==> config.mk <==
export PLATFORM = sky130hd
export DESIGN_NAME = mem_access_ctrl
export DESIGN_NICKNAME = d
export VERILOG_FILES = /design/src/rtl/mem_access_ctrl_pkg.sv /design/src/rtl/mem_access_ctrl_load_extend.sv /design/src/rtl/mem_access_ctrl.sv
export SDC_FILE = /design/constraint.sdc
export NUM_CORES = 1
export LEC_CHECK = 0
export CAP_MARGIN = 5
export CORE_MARGIN = 5
export CORE_UTILIZATION = 44
export CTS_BUF_LIST = sky130_fd_sc_hd__clkbuf_8
export DETAILED_ROUTE_END_ITERATION = 16
export GPL_ROUTABILITY_DRIVEN = 0
export HOLD_SLACK_MARGIN = 0.12
export PLACE_DENSITY = 0.95
export SLEW_MARGIN = 15
export SYNTH_ARGS = -nofsm -noshare
export SYNTH_HDL_FRONTEND = slang
export SYNTH_SLANG_ARGS = --single-unit
==> constraint.sdc <==
create_clock -name clk -period 8.8 [get_ports clk]
set_input_delay 2.2 -clock clk [delete_from_list [all_inputs] [get_ports clk]]
set_output_delay 2.2 -clock clk [all_outputs]
set_load 0.03 [all_outputs]
==> src/rtl/mem_access_ctrl_pkg.sv <==
// Shared definitions for the MEM-stage access engine: widths, AluOp codes,
// FSM states and a decoder turning an AluOp into load/store attributes.
package mem_access_ctrl_pkg;

    localparam int REG_ADDR_W = 5;   // RegAddrBus
    localparam int REG_W      = 32;  // RegBus
    localparam int MEM_ADDR_W = 32;  // MemAddrBus
    localparam int ALUOP_W    = 8;

    typedef logic [REG_ADDR_W-1:0] reg_addr_t;
    typedef logic [ALUOP_W-1:0]    aluop_t;

    localparam aluop_t ALU_LB  = 8'hE0;
    localparam aluop_t ALU_LH  = 8'hE1;
    localparam aluop_t ALU_LW  = 8'hE3;
    localparam aluop_t ALU_LBU = 8'hE4;
    localparam aluop_t ALU_LHU = 8'hE5;
    localparam aluop_t ALU_SB  = 8'hE8;
    localparam aluop_t ALU_SH  = 8'hE9;
    localparam aluop_t ALU_SW  = 8'hEB;

    typedef enum logic [1:0] {
        ST_IDLE = 2'b00,
        ST_XFER = 2'b01,
        ST_DONE = 2'b10
    } state_e;

    // last_idx is the byte count minus one, i.e. the cnt value of the final byte.
    typedef struct packed {
        logic       is_load;
        logic       is_store;
        logic [1:0] last_idx;
    } mem_op_t;

    function automatic mem_op_t decode_mem_op(input aluop_t op);
        mem_op_t d;
        d = '0;
        case (op)
            ALU_LB, ALU_LBU: begin d.is_load  = 1'b1; d.last_idx = 2'd0; end
            ALU_LH, ALU_LHU: begin d.is_load  = 1'b1; d.last_idx = 2'd1; end
            ALU_LW:          begin d.is_load  = 1'b1; d.last_idx = 2'd3; end
            ALU_SB:          begin d.is_store = 1'b1; d.last_idx = 2'd0; end
            ALU_SH:          begin d.is_store = 1'b1; d.last_idx = 2'd1; end
            ALU_SW:          begin d.is_store = 1'b1; d.last_idx = 2'd3; end
            default:         d = '0;
        endcase
        return d;
    endfunction

endpackage

==> src/rtl/mem_access_ctrl_load_extend.sv <==
// Combinational load formatter: widens the assembled load buffer to register
// width with sign or zero extension according to the load opcode.
module mem_access_ctrl_load_extend
    import mem_access_ctrl_pkg::*;
#(
    parameter int DATA_W = REG_W
) (
    input  logic [DATA_W-1:0]  load_buf_i,
    input  logic [ALUOP_W-1:0] aluop_i,
    output logic [DATA_W-1:0]  data_o
);

    always_comb begin
        data_o = load_buf_i;
        case (aluop_i)
            ALU_LB:  data_o = {{(DATA_W-8){load_buf_i[7]}},   load_buf_i[7:0]};
            ALU_LBU: data_o = {{(DATA_W-8){1'b0}},            load_buf_i[7:0]};
            ALU_LH:  data_o = {{(DATA_W-16){load_buf_i[15]}}, load_buf_i[15:0]};
            ALU_LHU: data_o = {{(DATA_W-16){1'b0}},           load_buf_i[15:0]};
            default: data_o = load_buf_i;
        endcase
    end

endmodule

==> src/rtl/mem_access_ctrl.sv <==
// MEM-stage engine: executes loads/stores as byte-serial request/ack transfers,
// stalls the pipeline while a transfer is in flight and drives the MEM/WB fields.
module mem_access_ctrl
    import mem_access_ctrl_pkg::*;
#(
    parameter int ADDR_W = MEM_ADDR_W,
    parameter int DATA_W = REG_W
) (
    input  logic                  clk,
    input  logic                  rst,
    input  logic [REG_ADDR_W-1:0] mem_reg_waddr,
    input  logic                  mem_we,
    input  logic [DATA_W-1:0]     mem_reg_wdata,
    input  logic [ADDR_W-1:0]     mem_mem_addr,
    input  logic [ALUOP_W-1:0]    mem_aluop,
    input  logic [DATA_W-1:0]     mem_rt_data,
    input  logic [5:0]            stall,
    output logic [REG_ADDR_W-1:0] wb_reg_waddr,
    output logic                  wb_we,
    output logic [DATA_W-1:0]     wb_reg_wdata,
    output logic                  stallreq_mem,
    output logic                  bus_req,
    output logic                  bus_rw,
    output logic [ADDR_W-1:0]     bus_addr,
    output logic [7:0]            bus_wdata,
    input  logic [7:0]            bus_rdata,
    input  logic                  bus_ack
);

    state_e            state_q, state_d;
    logic [1:0]        cnt_q, cnt_d;
    logic [DATA_W-1:0] load_buf_q, load_buf_d;

    mem_op_t           op_dec;
    logic              is_mem_op;
    logic [4:0]        byte_lsb;
    logic [DATA_W-1:0] load_data;

    // Only the MEM/WB hold bit matters here; the rest of the vector is ignored.
    logic unused_stall;
    assign unused_stall = ^{stall[5], stall[3:0]};

    assign op_dec    = decode_mem_op(mem_aluop);
    assign is_mem_op = op_dec.is_load | op_dec.is_store;
    assign byte_lsb  = {cnt_q, 3'b000};

    always_comb begin
        // NOTE: every signal written here gets a default first, so no path can
        // leave one unassigned and infer a latch.
        state_d      = state_q;
        cnt_d        = cnt_q;
        load_buf_d   = load_buf_q;
        stallreq_mem = 1'b0;
        bus_req      = 1'b0;
        bus_rw       = 1'b0;
        bus_addr     = '0;
        bus_wdata    = '0;

        case (state_q)
            ST_IDLE: begin
                if (is_mem_op) begin
                    stallreq_mem = 1'b1;
                    cnt_d        = 2'd0;
                    load_buf_d   = '0;
                    state_d      = ST_XFER;
                end
            end
            ST_XFER: begin
                // Address and data depend only on cnt and held EX/MEM inputs,
                // so they stay stable while waiting for ack.
                stallreq_mem = 1'b1;
                bus_req      = 1'b1;
                bus_rw       = op_dec.is_store;
                bus_addr     = mem_mem_addr + ADDR_W'(cnt_q);
                bus_wdata    = mem_rt_data[byte_lsb +: 8];
                if (bus_ack) begin
                    if (op_dec.is_load) begin
                        load_buf_d[byte_lsb +: 8] = bus_rdata;
                    end
                    cnt_d = cnt_q + 2'd1;
                    if (cnt_q == op_dec.last_idx) begin
                        state_d = ST_DONE;
                    end
                end
            end
            ST_DONE: begin
                // Holding here under stall[4] keeps the held instruction from
                // being seen as a new request in IDLE.
                if (!stall[4]) begin
                    state_d = ST_IDLE;
                end
            end
            default: state_d = ST_IDLE;
        endcase

        if (rst) begin
            stallreq_mem = 1'b0;
            bus_req      = 1'b0;
        end
    end

    always_ff @(posedge clk) begin
        // NOTE: sequential state uses non-blocking assignments so all registers
        // update together from pre-edge values.
        if (rst) begin
            // NOTE: the load buffer is an ordinary register (one word), so it is
            // reset along with the FSM rather than left uninitialised.
            state_q    <= ST_IDLE;
            cnt_q      <= 2'd0;
            load_buf_q <= '0;
        end else begin
            state_q    <= state_d;
            cnt_q      <= cnt_d;
            load_buf_q <= load_buf_d;
        end
    end

    mem_access_ctrl_load_extend #(
        .DATA_W (DATA_W)
    ) u_load_extend (
        .load_buf_i (load_buf_q),
        .aluop_i    (mem_aluop),
        .data_o     (load_data)
    );

    assign wb_reg_waddr = rst ? '0   : mem_reg_waddr;
    assign wb_we        = rst ? 1'b0 : mem_we;
    assign wb_reg_wdata = rst ? '0   : (op_dec.is_load ? load_data : mem_reg_wdata);

endmodule

==> Implementation_results.wiki, run 1 <==
{| class="wikitable"
! Metric !! Value
|-
| First-pass GRT wire length || about 22,000 um
|-
| Worst setup timing slack at the placement stage || 1.26 ns
|-
| Delay of the slowest cell on the worst path || about 0.7 ns
|-
| # DRC || 0
|-
| Number of nets still failing antenna checks after routing || 0
|-
| Hold-fix buffer count after cts || 0
|-
| Sum of routed wire length over all layers || approximately 14,000 um
|-
| Final Setup Violations || 0
|-
| CP startpoint kind || input pin
|-
| Largest net degree at the start of global routing || slightly above 60
|-
| Post-synthesis sequential element count || 36
|-
| Worst-case clock skew || 0.0116 ns
|-
| Most used flip-flop cell after synthesis || dfxtp_1
|-
| Area of the multi-input gates || around 0.0028 sq mm
|-
| Gate Count Post-Synth || roughly 500
|-
| Startpoint of the most critical hold path || load_buf_q[6]$_SDFFE_PP0P_
|-
| Maximum vdd ir drop || about 66 uV
|-
| Share of final-layout standard cells stronger than drive strength 1 || 5.48%
|-
| Start-to-end type of the worst setup path || input pin to primary output
|-
| Slew at the pin closest to its max-slew limit || between 1 and 1.5 ns
|-
| Element type at the critical path end || primary output
|-
| # diodes || 0
|-
| Post-synth cell types || 57
|-
| Leakage Power || a little under 2 nW
|-
| Remaining global-route overflow || 0
|-
| Mean post-synth cell area || 7.46 sq um
|-
| Post-CTS resize count || 0
|-
| Die footprint || around 0.010 sq mm
|-
| Cell repeated most along the worst path || clkdlybuf4s50_1
|-
| Post-DP HPWL || around 11,000 um
|-
| Max_slew headroom || about 21%
|-
| Port Buf Inserts || between 200 and 250
|-
| CTS root buf || clkbuf_8
|-
| Power density over the cells || 80.0 mW/mm^2
|-
| Area of the mapped netlist || between 0.003 and 0.004 sq mm
|-
| Placed Area || ~0.0058 sq mm
|-
| Via count of the first global-routing pass || approximately 4,600
|-
| Placeable core area || around 0.0083 sq mm
|-
| Cell-by-cell trace of the critical path || clkdlybuf4s50_1, ha_1, fa_1, and4_1, nand4_1, or4_1, a21oi_1, clkdlybuf4s50_1
|-
| Outcome || finished clean
|-
| Critical path's slowest cell || clkdlybuf4s50_1
|-
| Number of enable-type register cells in the synthesized netlist || 0
|-
| Clock Sink Count || 36
|-
| Cell type group with the largest total delay on the critical path || simple AND/OR/NAND/NOR gates
|-
| Routed length per instance || around 18 um
|-
| Unrepaired setup endpoints after global routing || false
|-
| Area growth, synth to finish || 57.9%
|-
| Starting density of the core || between 40% and 50%
|-
| Final TNS setup || 0 ns
|-
| Top fanout value on the critical path || 13
|-
| Sequential area share after synthesis || between 10% and 20%
|-
| Clock slew at the register clock pins of the worst setup and hold paths || 0.07 ns
|-
| Total of fill cells in the finished design || roughly 640
|-
| Fin area || 0.00591 sq mm
|-
| Core occupancy in the finished layout || roughly 72%
|-
| Arrival time reported for the critical path endpoint || 5.40 ns
|-
| Post-synthesis async set-or-reset flop share || 0%
|-
| Ys Warns || 0
|-
| Ports || 208
|-
| Antenna violations before repair || 0
|-
| Area used by sequential logic in the layout || just over 700 sq um
|-
| Final Max Slew Viols || 0
|-
| Final number of hold-violating endpoints || 0
|-
| Maxcap violations || 0
|-
| Clock tree from TritonCTS || built
|-
| Period minus WS final || 7.60 ns
|-
| Depth of the CTS H-tree || 2
|-
| Critical path data required time || approximately 6.6 ns
|-
| Critical Path Start || mem_mem_addr[0]
|-
| Setup WS post-layout || approximately 1.2 ns
|-
| Aggregate global-route resource usage || 25.0%
|-
| Setup Buffers After CTS || 0
|-
| Buffering stage count on the worst path with inverters included || 2
|-
| DR iter-0 viols || 315
|-
| Die outline width || slightly above 100 um
|-
| Placement row count || 33
|-
| RR Startpoint || cnt_q[1]$_SDFFE_PP0P_
|-
| Number of clock buffers inserted by TritonCTS || 5
|-
| Maximum clock path buffer count || 2
|-
| Clock network latency to the later pin of the worst-skew pair || roughly 0.3 ns
|-
| Die Y-Extent || around 100 um
|-
| Post-route fraction of the period consumed by the critical path || ~86%
|-
| Path type of the worst min-delay path || flop to flop
|-
| Timing-limited maximum frequency || about 130 MHz
|-
| Post-layout total power || 0.473 mW
|-
| 1st-pass router iterations || 5
|-
| Layout net count || a little over 800
|-
| Syn nets || approximately 640
|-
| Routed via count divided by cell count || around 5.9
|-
| Routed vias || ~4,600
|}
==> flip-flops by register name (all words and copies together), names as in the netlist <==
name,count
state_q,2
cnt_q,2
load_buf_q,32
==> layout make-up <==
class | count | area share [%]
flip-flops and latches | 36 | 12.2
multi-input cells | 411 | 48.0
clock buffers | 5 | 1.16
clock inverters | 3 | 0.719
inverters | 11 | 0.698
repair buffers | 209 | 35.0
well taps | 105 | 2.22
==> cells in the mapped netlist (2+ instances only) <==
master	number	share of area, %
o21ai_1	2	0.27
a21oi_1	20	2.7
nand4b_1	4	0.94
nor4_1	3	0.50
mux4_2	8	4.8
nor2_1	46	4.6
xnor2_1	7	1.6
buf_1	3	0.30
and2_1	14	2.3
or4b_1	16	4.3
xor2_1	6	1.4
and4_1	4	0.94
and3_1	3	0.50
o211ai_1	16	3.2
dfxtp_1	36	19
nand3_1	17	2.3
or3_1	7	1.2
o311ai_1	2	0.47
o41ai_1	3	0.70
nand4_1	10	1.7
inv_1	10	1.0
a21o_1	3	0.60
mux2i_1	25	6.7
o21ai_0	15	2.0
a2111oi_2	2	0.80
or4_1	12	2.4
nand2_1	58	5.8
clkbuf_1	33	3.3
or2_2	2	0.33
nand2b_1	21	3.5
a2111oi_0	2	0.47
ha_1	6	2.0
a31oi_1	4	0.67
o31ai_1	9	1.8
nor2b_1	16	2.7
nor3_1	5	0.67
buf_2	8	1.1
a211oi_1	25	5.0
==> where the power goes <==
| group | internal, mW | switching [mW] |
|---|---|---|
| logic | 0.0865 | 0.0773 |
| clock network | 0.0838 | 0.0621 |
| registers | 0.163 | 0.000660 |
==> placed cells by master (no fill, tap or decap), types with 8 or more instances in the layout <==
cell | synthesis | routed
a211oi_1 | 25 | 24
a21oi_1 | 20 | 20
and2_1 | 14 | 14
clkdlybuf4s50_1 | 0 | 201
dfxtp_1 | 36 | 36
inv_1 | 10 | 10
mux2i_1 | 25 | 25
mux4_2 | 8 | 8
nand2_1 | 58 | 58
nand2b_1 | 21 | 21
nand3_1 | 17 | 17
nand4_1 | 10 | 10
nor2_1 | 46 | 46
nor2b_1 | 16 | 16
o211ai_1 | 16 | 16
o21ai_0 | 15 | 15
o31ai_1 | 9 | 9
or4_1 | 12 | 12
or4b_1 | 16 | 16
==> kinds of logic after synthesis <==
kind of cell | count (synthesis) | synth area share [%]
buffers and inverters | 55 | 5.78
AND/OR/NAND/NOR | 248 | 37.2
XOR/XNOR | 13 | 3.04
adder cells (fa/ha/maj) | 7 | 2.54
multiplexers | 33 | 11.5
flip-flops | 36 | 19.2
AO/OA/AOI/OAI | 110 | 20.7
==> per-layer routing <==
layer  GRT usage, %  up-vias  part of all wire (%)
li1               -     2209                     -
met1           31.1     2166                    39
met2           43.4      219                    50
met3           4.98       40                   7.5
met4           8.17        0                   2.9
met5              0        -                     0
==> worst paths after layout <==
| check | end | slack, ns | depth (start not counted) |
|---|---|---|---|
| hold / removal | load_buf_q[6]$_SDFFE_PP0P_ | 0.48 | 2 |
| setup reg to reg | load_buf_q[20]$_SDFFE_PP0P_ | 5.81 | 6 |
| hold reg to reg | load_buf_q[6]$_SDFFE_PP0P_ | 0.48 | 2 |
| setup / recovery | bus_addr[26] | 1.20 | 8 |
==> tightest hold or removal path, stage by stage, from the launching register on <==
cell and delay, ns:
dfxtp_1 0.31, nand2b_1 0.06, mux2i_1 0.06
==> through the flow <==
step	std cells	hold slack [ns]
5_1_grt	780	0.511
3_5_place_dp	772	0.464
6_report	780	0.476
2_1_floorplan	502	0.445
3_3_place_gp	772	0.461
4_1_cts	780	0.484
Note: power is estimated with default switching activity, not from simulation.
==> inputs of run 2 (changes only) <==
Settings changed: SETUP_SLACK_MARGIN set to 0.4, TNS_END_PERCENT set to 5.
==> results of run 2 <==
Same layout as run 1: the final DEF is identical, and so are final timing and power.
